**config.mk**
```make
export PLATFORM = sky130hd
export DESIGN_NAME = wrr_arbiter
export DESIGN_NICKNAME = d
export VERILOG_FILES = /design/src/rtl/wrr_arbiter.sv
export SDC_FILE = /design/constraint.sdc
export NUM_CORES = 1
export LEC_CHECK = 0
export ABC_AREA = 1
export BUFFER_PORTS_ARGS = -buffer_cell sky130_fd_sc_hd__buf_2
export CAP_MARGIN = 20
export CORE_UTILIZATION = 45
export DETAILED_ROUTE_END_ITERATION = 10
export HOLD_SLACK_MARGIN = 0.03
export PLACE_DENSITY_LB_ADDON = 0.1
export SKIP_LAST_GASP = 1
export SLEW_MARGIN = 20
export SYNTH_ARGS = -nofsm -noshare
export SYNTH_HDL_FRONTEND = slang
export SYNTH_SLANG_ARGS = --single-unit
```
**constraint.sdc**
```tcl
create_clock -name clk -period 1.9 [get_ports clk]
set_input_delay 0.38 -clock clk [delete_from_list [all_inputs] [get_ports clk]]
set_output_delay 0.38 -clock clk [all_outputs]
set_load 0.005 [all_outputs]
```
**src/rtl/wrr_arbiter.sv**
```systemverilog
// Weighted round-robin packet arbiter: grants one requester at a time for up to
// `weight` packets per turn, re-arbitrating on the cycle of each end-of-packet beat.
module wrr_arbiter #(
  parameter int N     = 4,
  parameter int WW    = 4,
  parameter int LOG_N = $clog2(N)
) (
  input  logic              clk,
  input  logic              rstn,
  input  logic [N-1:0]      req_i,
  input  logic [N-1:0]      last_i,
  input  logic [N*WW-1:0]   weight_i,
  input  logic              ready_i,
  output logic [N-1:0]      gnt_o,
  output logic [LOG_N-1:0]  gnt_idx_o,
  output logic              gnt_valid_o
);

  typedef enum logic {
    IDLE = 1'b0,
    LOCK = 1'b1
  } state_t;

  localparam logic [LOG_N:0]   NUM_REQ  = (LOG_N+1)'(N);
  localparam logic [LOG_N-1:0] LAST_IDX = LOG_N'(N-1);

  state_t           state;
  state_t           state_next;
  logic [LOG_N-1:0] ptr;
  logic [LOG_N-1:0] ptr_next;
  logic [LOG_N-1:0] idx_next;
  logic [N-1:0]     gnt_next;
  logic [WW-1:0]    credit;
  logic [WW-1:0]    credit_next;
  logic [WW-1:0]    credit_dec;

  logic             found;
  logic [LOG_N-1:0] winner;
  logic [LOG_N:0]   cand;
  logic [N-1:0]     win_onehot;
  logic [WW-1:0]    win_weight;
  logic [WW-1:0]    win_credit;
  logic [LOG_N-1:0] win_ptr;

  logic             xfer;
  logic             eop;

  // Rotating priority search: first requester at or after ptr, wrapping modulo N.
  always_comb begin
    found  = 1'b0;
    winner = '0;
    cand   = '0;
    for (int i = 0; i < N; i++) begin
      cand = {1'b0, ptr} + (LOG_N+1)'(i);
      if (cand >= NUM_REQ) begin
        cand = cand - NUM_REQ;
      end
      if (!found && req_i[cand[LOG_N-1:0]]) begin
        found  = 1'b1;
        winner = cand[LOG_N-1:0];
      end
    end
  end

  always_comb begin
    win_onehot         = '0;
    win_onehot[winner] = 1'b1;
  end

  // A zero weight still buys one packet, so nobody can be granted with no credit.
  assign win_weight = weight_i[int'(winner)*WW +: WW];
  assign win_credit = (win_weight == '0) ? WW'(1) : win_weight;
  assign win_ptr    = (winner == LAST_IDX) ? '0 : winner + 1'b1;

  assign xfer       = (state == LOCK) && req_i[gnt_idx_o] && ready_i;
  assign eop        = xfer && last_i[gnt_idx_o];
  assign credit_dec = (credit == '0) ? '0 : credit - 1'b1;

  always_comb begin
    state_next  = state;
    gnt_next    = gnt_o;
    idx_next    = gnt_idx_o;
    ptr_next    = ptr;
    credit_next = credit;
    case (state)
      IDLE: begin
        if (found) begin
          state_next  = LOCK;
          gnt_next    = win_onehot;
          idx_next    = winner;
          ptr_next    = win_ptr;
          credit_next = win_credit;
        end
      end
      LOCK: begin
        if (eop) begin
          credit_next = credit_dec;
          // Holder still has credit: it keeps the grant and the pointer stays put.
          if ((credit_dec != '0) && req_i[gnt_idx_o]) begin
            state_next = LOCK;
          end else if (found) begin
            state_next  = LOCK;
            gnt_next    = win_onehot;
            idx_next    = winner;
            ptr_next    = win_ptr;
            credit_next = win_credit;
          end else begin
            state_next = IDLE;
            gnt_next   = '0;
          end
        end
      end
      default: begin
        state_next = IDLE;
        gnt_next   = '0;
      end
    endcase
  end

  always_ff @(posedge clk or negedge rstn) begin
    if (!rstn) begin
      state     <= IDLE;
      gnt_o     <= '0;
      gnt_idx_o <= '0;
      ptr       <= '0;
      credit    <= '0;
    end else begin
      state     <= state_next;
      gnt_o     <= gnt_next;
      gnt_idx_o <= idx_next;
      ptr       <= ptr_next;
      credit    <= credit_next;
    end
  end

  assign gnt_valid_o = (state == LOCK);

endmodule

```
-- Word-level counts from Yosys, hierarchy flattened
Index checks and enable logic that the tools add are counted.
- equal/unequal tests: 4
- add/subtract/negate cells: 9
- reduce and logical (&&, ||, !) cells: 17
- muxes and demuxes: 51
- order comparisons: 11
- shift operators: 1
- bitwise logic cells: 1
- operators with widths (kind ; count):
    4-bit two-way mux ; 10
    2-bit two-way mux ; 15
    2-bit by 3-bit < comparator with 1-bit output (second input constant) ; 6
    4-bit case mux with 2 select lines ; 2
    16-bit by 5-bit variable part select with 4-bit output ; 1
    1-bit two-way mux ; 14
    1-bit binary-select mux with 2-bit select ; 6
    3-bit >= comparator (second input constant) ; 3
    1-bit logical AND ; 8
    4-bit zero test ; 2
    2-bit case mux with 2 select lines ; 2
    2-bit by 1-bit subtractor with 2-bit output (second input constant) ; 4
    2-bit by 2-bit adder with 3-bit output (second input constant) ; 2
    2-bit inequality test (second input constant) ; 2
    2-bit AND reduction ; 2
    4-bit nonzero test ; 1
    4-bit by 1-bit subtractor with 4-bit output (second input constant) ; 1
    2-bit by 1-bit adder with 3-bit output (second input constant) ; 1
    2-bit by 3-bit >= comparator with 1-bit output (second input constant) ; 1
    1-bit zero test ; 3
    3-bit AND reduction ; 1
    2-bit by 1-bit adder with 2-bit output (second input constant) ; 1
    1-bit demux with 2-bit select ; 1
    2-bit == test (second input constant) ; 1
    other kinds (4) ; 4
- output and inout bits: 7
- word-level logic and storage cells: 99
- bits in registers: 13
- input bits: 27

-- Longest topological paths before layout
- word-level depth: 22
- gate-level depth with buffers: 19
- gate-level depth less buffers: 17

-- Worst setup path before layout
OpenSTA, ideal clock, no wires.
- kind: register to register
- start point: register ptr[0]
- end point: register ptr[1]
- buffers on the path: 2
- clock period less this slack: 1.802 ns
- data required time: 1.777 ns
- arrival: 1.679 ns
- setup time: 0.123 ns
- path slack: 0.098 ns
- cell stages (with the launch flop): 16
- cell sequence: dfrtp_1 buf_6 inv_8 nand2_2 nand3_1 nand2_2 nand2_4 nand2_2 nand2_2 nand2_4 nand2_4 buf_8 inv_1 ha_1 nand2_1 o21ai_1
- cells in the longest elaborated chain, start to end: 20
- elaborated cells between the ends (all ways): 44
- classes of those cells: 8 x add/sub; 4 x order compare; 1 x eq/ne; 25 x mux; 6 x reduce/logical
- RTL lines (item ; line ; source):
    from (decl) ; 29 ; logic [LOG_N-1:0] ptr;
    from (signal assigned) ; 131 ; ptr <= ptr_next;
    branches (longest 13 deep; another with 2-bit by 1-bit adder with 3-bit output) ; n/a ;
    2-bit two-way mux (*) ; 58 ; if (!found && req_i[cand[LOG_N-1:0]]) begin
    via winner[0] ; 38 ; logic [LOG_N-1:0] winner;
    2-bit by 1-bit adder with 2-bit output / 2-bit == test (equally long branches) ; 73 ; assign win_ptr = (winner == LAST_IDX) ? '0 : winner + 1'b1;
    2-bit two-way mux (*) ; 73 ;
    via win_ptr[1] ; 43 ; logic [LOG_N-1:0] win_ptr;
    2-bit two-way mux (*) ; 87, 101 ;
    2-bit two-way mux ; 99 ; if ((credit_dec != '0) && req_i[gnt_idx_o]) begin
    2-bit two-way mux ; 96 ; if (eop) begin
    2-bit case mux with 2 select lines (*) ; 85 ; case (state)
Mark *: on every way through the listed nets, which the timed path passes. The select of a mux whose other input is x is not followed.
A chain may end at the register's enable or synchronous reset.

-- Worst setup path after layout
- start point: register ptr[0]
- end point: register credit[0]
- cells in the longest elaborated chain, start to end: 21
- elaborated cells between the ends (all ways): 47
- classes of those cells: 7 x add/sub; 4 x order compare; 1 x eq/ne; 1 x shift; 26 x mux; 8 x reduce/logical
- RTL lines (item ; line ; source):
    branches (longest 13 deep; another with 2-bit by 1-bit adder with 3-bit output) ; n/a ;
    2-bit two-way mux (*) ; 58 ;
    via winner[1] ; 38 ;
    16-bit by 5-bit variable part select with 4-bit output (*) ; 71 ; assign win_weight = weight_i[int'(winner)*WW +: WW];
    4-bit zero test ; 72 ; assign win_credit = (win_weight == '0) ? WW'(1) : win_weight;
    4-bit two-way mux (*) ; 72 ;
    4-bit two-way mux ; 101 ; end else if (found) begin
    4-bit two-way mux ; 99 ;
    4-bit two-way mux ; 96 ;
    4-bit case mux with 2 select lines (*) ; 85 ;
    to (signal assigned) ; 132 ; credit <= credit_next;
    to (decl) ; 33 ; logic [WW-1:0] credit;
Marked as above.

==> flow_summary.ini <==
[placement]
portBuffers = 33
globalplace.congestion = 0.813
dpl.cell_count = 268
dp_hpwl_mm = 2.52

[power]
power_frac_seq_pct = 13.9
power.internal_mw = 1.69
p_per_area_nw_per_um2 = 2000
switching_power_mw = 1.97
power.share.combinational_pct = 81.2
max-vdd-ir-drop_uv = 1490
netSwitchingFraction_pct = 53.8
cellLeakagePower_nw = 0.999
total_power_after_layout_mw = 3.66
clockPowerShare_pct = 4.9

[grt]
globalRouteTotalUtil_pct = 22.4
grt-ovfl-total = 0
antenna_found_initial = 0
largest_net_degree_at_the_start_of_global_routing = 14
vias_in_the_first_global_route = 1286
grt_pass1_wl_mm = 5.53

[clock_network]
maximum_clock_path_buffer_count = 2
cts.root.buffer_cell = sky130_fd_sc_hd__clkbuf_4
cts_max_level = 1
cts-buffers-inserted = 3
clock_latency_ns = 0.29
tritoncts = yes
number_of_sinks_handled_by_clock_tree_synthesis = 13
cts.reportedPaths.clkPinSlew_ns = 0.09

[run_status]
failed_checks = negative setup slack
run_status = finished, violations left

[floorplan]
fp.dieArea_um2 = 3150
floorplan.core_area_um2 = 2760
dieHeight_um = 56.1
floorplan.io_pins = 34
floorplan.initialDensity_pct = 47.8
die_w_um = 56.1
std_cell_rows = 19

[yosys]
synthTopCellsByArea = sky130_fd_sc_hd__dfrtp_1, sky130_fd_sc_hd__nand2_1, sky130_fd_sc_hd__nand2_2, sky130_fd_sc_hd__inv_1, sky130_fd_sc_hd__nand3_1
syn_nets = 221
synth_cell_type_count = 29
portion_of_the_post_synthesis_area_used_by_sequential_elements_pct = 24.7
synth.cell_area_um2 = 1320
synthesis.instances = 190
ys_warn_count = 0
synth_largest_area_cell = sky130_fd_sc_hd__dfrtp_1
synth_area_per_cell_um2 = 6.94
yosysTopAreaCellShare_pct = 24.7
ys_seq_elements = 13

[critical_path]
critical_path.max_fanout = 6
critPathArrivalTime_ns = 2.16
cp-start-kind = flop
worstPathRequired_ns = 2.13
timing.setup.critical_path_class = reg2reg
setup.worst_path.end_class = flop

[route]
via_count = 1388
remaining_drc_errors = 0
drt-vias-per-instance = 4.97
wl_per_cell_um = 11.7
ant_nets = 0
postRouteWirelength_mm = 3.26
drt-pass1-iter-count = 4
first_iter_violations = 46

[sta]
max_slew_margin_pct = 79.3
timing.fmax_mhz = 516
worstMarginPinSlew_ns = 0.310
final.min_clock_period_ns = 1.94
totalNegativeSetupSlack_ns = -0.0853
final.setup_skew_ns = 0.00353
final_max_slew_viols = 0
timing.final.hold_violations = 0
setup_slack_ns = -0.0394
setup_violations = 4
period_utilization_pct = 102
rsz_0062_raised_after_global_routing = true

[finish]
mostFrequentLayoutCells = sky130_fd_sc_hd__nand2_1, sky130_fd_sc_hd__buf_2, sky130_fd_sc_hd__nand2_2, sky130_fd_sc_hd__inv_1, sky130_fd_sc_hd__buf_4
n_antenna_cell = 0
finish.cell_count_without_fillers = 279
fin_nets = 280
synthToLayoutAreaGrowth_pct = 38.5
layout_cells_sized_above_1_pct = 48.4
leading_cell_type_in_the_layout_fill_and_taps_excluded = sky130_fd_sc_hd__nand2_1

[flow_run]
maxCapViolations = 0

[worst_hold_path]
min-delay-path-class = reg2reg
flip-flops by register name, summed over array words and instances (netlist names):
signal	flops
credit	4
gnt_valid_o	1
gnt_o	4
gnt_idx_o	2
ptr	2
worst max-delay path, cell delays in order, from the launching register on:
cell                      delay (ns)
sky130_fd_sc_hd__dfrtp_2        0.41
sky130_fd_sc_hd__buf_6          0.14
sky130_fd_sc_hd__inv_8          0.07
sky130_fd_sc_hd__nand2_2        0.06
sky130_fd_sc_hd__nand3_2        0.09
sky130_fd_sc_hd__nand2_4        0.07
sky130_fd_sc_hd__nor2_4         0.19
sky130_fd_sc_hd__nand2_1        0.11
sky130_fd_sc_hd__nand3_2        0.11
sky130_fd_sc_hd__nand2_4        0.09
sky130_fd_sc_hd__inv_6          0.09
sky130_fd_sc_hd__nand3_2        0.06
sky130_fd_sc_hd__nand2_2        0.08
sky130_fd_sc_hd__nand2_1        0.06
sky130_fd_sc_hd__nor2_2         0.11
sky130_fd_sc_hd__nor2_2         0.05
sky130_fd_sc_hd__nor2_1         0.07
cells in the mapped netlist (all sizes together):
cell / number
a21boi: 1
a21oi: 5
buf: 3
dfrtp: 13
ha: 4
inv: 28
nand2: 77
nand3: 22
nand3b: 3
nand4: 2
nor2: 12
nor3: 2
o21ai: 13
o21bai: 1
o22ai: 4
layout make-up:
class / count / area (um^2)
Fill cell: 259 / 931
Tap cell: 31 / 38.8
Timing Repair Buffer: 55 / 367
Sequential cell: 13 / 328
Clock buffer: 3 / 22.5
Multi-Input combinational cell: 147 / 940
Clock inverter: 1 / 5.00
Timing Repair inverter: 1 / 6.26
Inverter: 28 / 120
layer usage:
metal | vias up | global-route usage (%) | share of wire [%]
met5 | - | 0 | 0
met4 | 0 | 8.36 | 1.6
met3 | 5 | 3.49 | 3.0
met2 | 26 | 35.7 | 49
li1 | 722 | - | -
met1 | 635 | 30.5 | 47
stage by stage:
step	setup slack (ns)	cell area (um^2)	util (%)	hold WS (ns)
6_report	-0.0394	1830	66.2	0.480
3_5_place_dp	-0.212	1610	58.5	0.290
4_1_cts	-0.0133	1730	62.6	0.489
5_1_grt	-0.176	1830	66.2	0.517
3_3_place_gp	-0.129	1610	58.5	0.286
2_1_floorplan	0.0983	1320	-	0.0844
what timing repair did:
item / 4_1_cts / 5_1_grt
setup buffers: 2 / 2
cloned: 1 / 1
endpoints found under the hold margin: 13 / 0
resized for setup: 18 / 22
hold buffers: 1 / 0
setup endpoints to repair: 12 / 12
pin swaps: 8 / 16
worst paths after layout:
check,startpoint,endpoint,slack (ns),cells past startpoint
max,ptr[0]$_DFFE_PN0P_,credit[0]$_DFFE_PN0P_,-0.04,16
min,gnt_o[1]$_DFFE_PN0P_,gnt_o[1]$_DFFE_PN0P_,0.48,2
max reg2reg,ptr[0]$_DFFE_PN0P_,credit[0]$_DFFE_PN0P_,-0.04,16
min reg2reg,gnt_o[1]$_DFFE_PN0P_,gnt_o[1]$_DFFE_PN0P_,0.48,2
max in group asynchronous,rstn,ptr[0]$_DFFE_PN0P_,1.14,2
min in group asynchronous,rstn,credit[0]$_DFFE_PN0P_,0.51,2
power groups by stage:
stage,logic (mW),registers [mW],clock network [mW]
finish,2.97,0.510,0.179
global route,3.28,0.529,0.196
CTS,2.70,0.503,0.185
detailed placement,2.41,0.532,0
global placement,2.35,0.524,0
floorplan,1.85,0.488,0
kinds of logic after synthesis:
kind of cell / Yosys count / synth area share (%)
adders and majority gates: 4 / 3.80
AOI/OAI and AO/OA: 24 / 11.9
and+or+nand+nor: 118 / 48.1
buffers and inverters: 31 / 11.6
DFF: 13 / 24.7
Power figures use the tool's default switching activity.
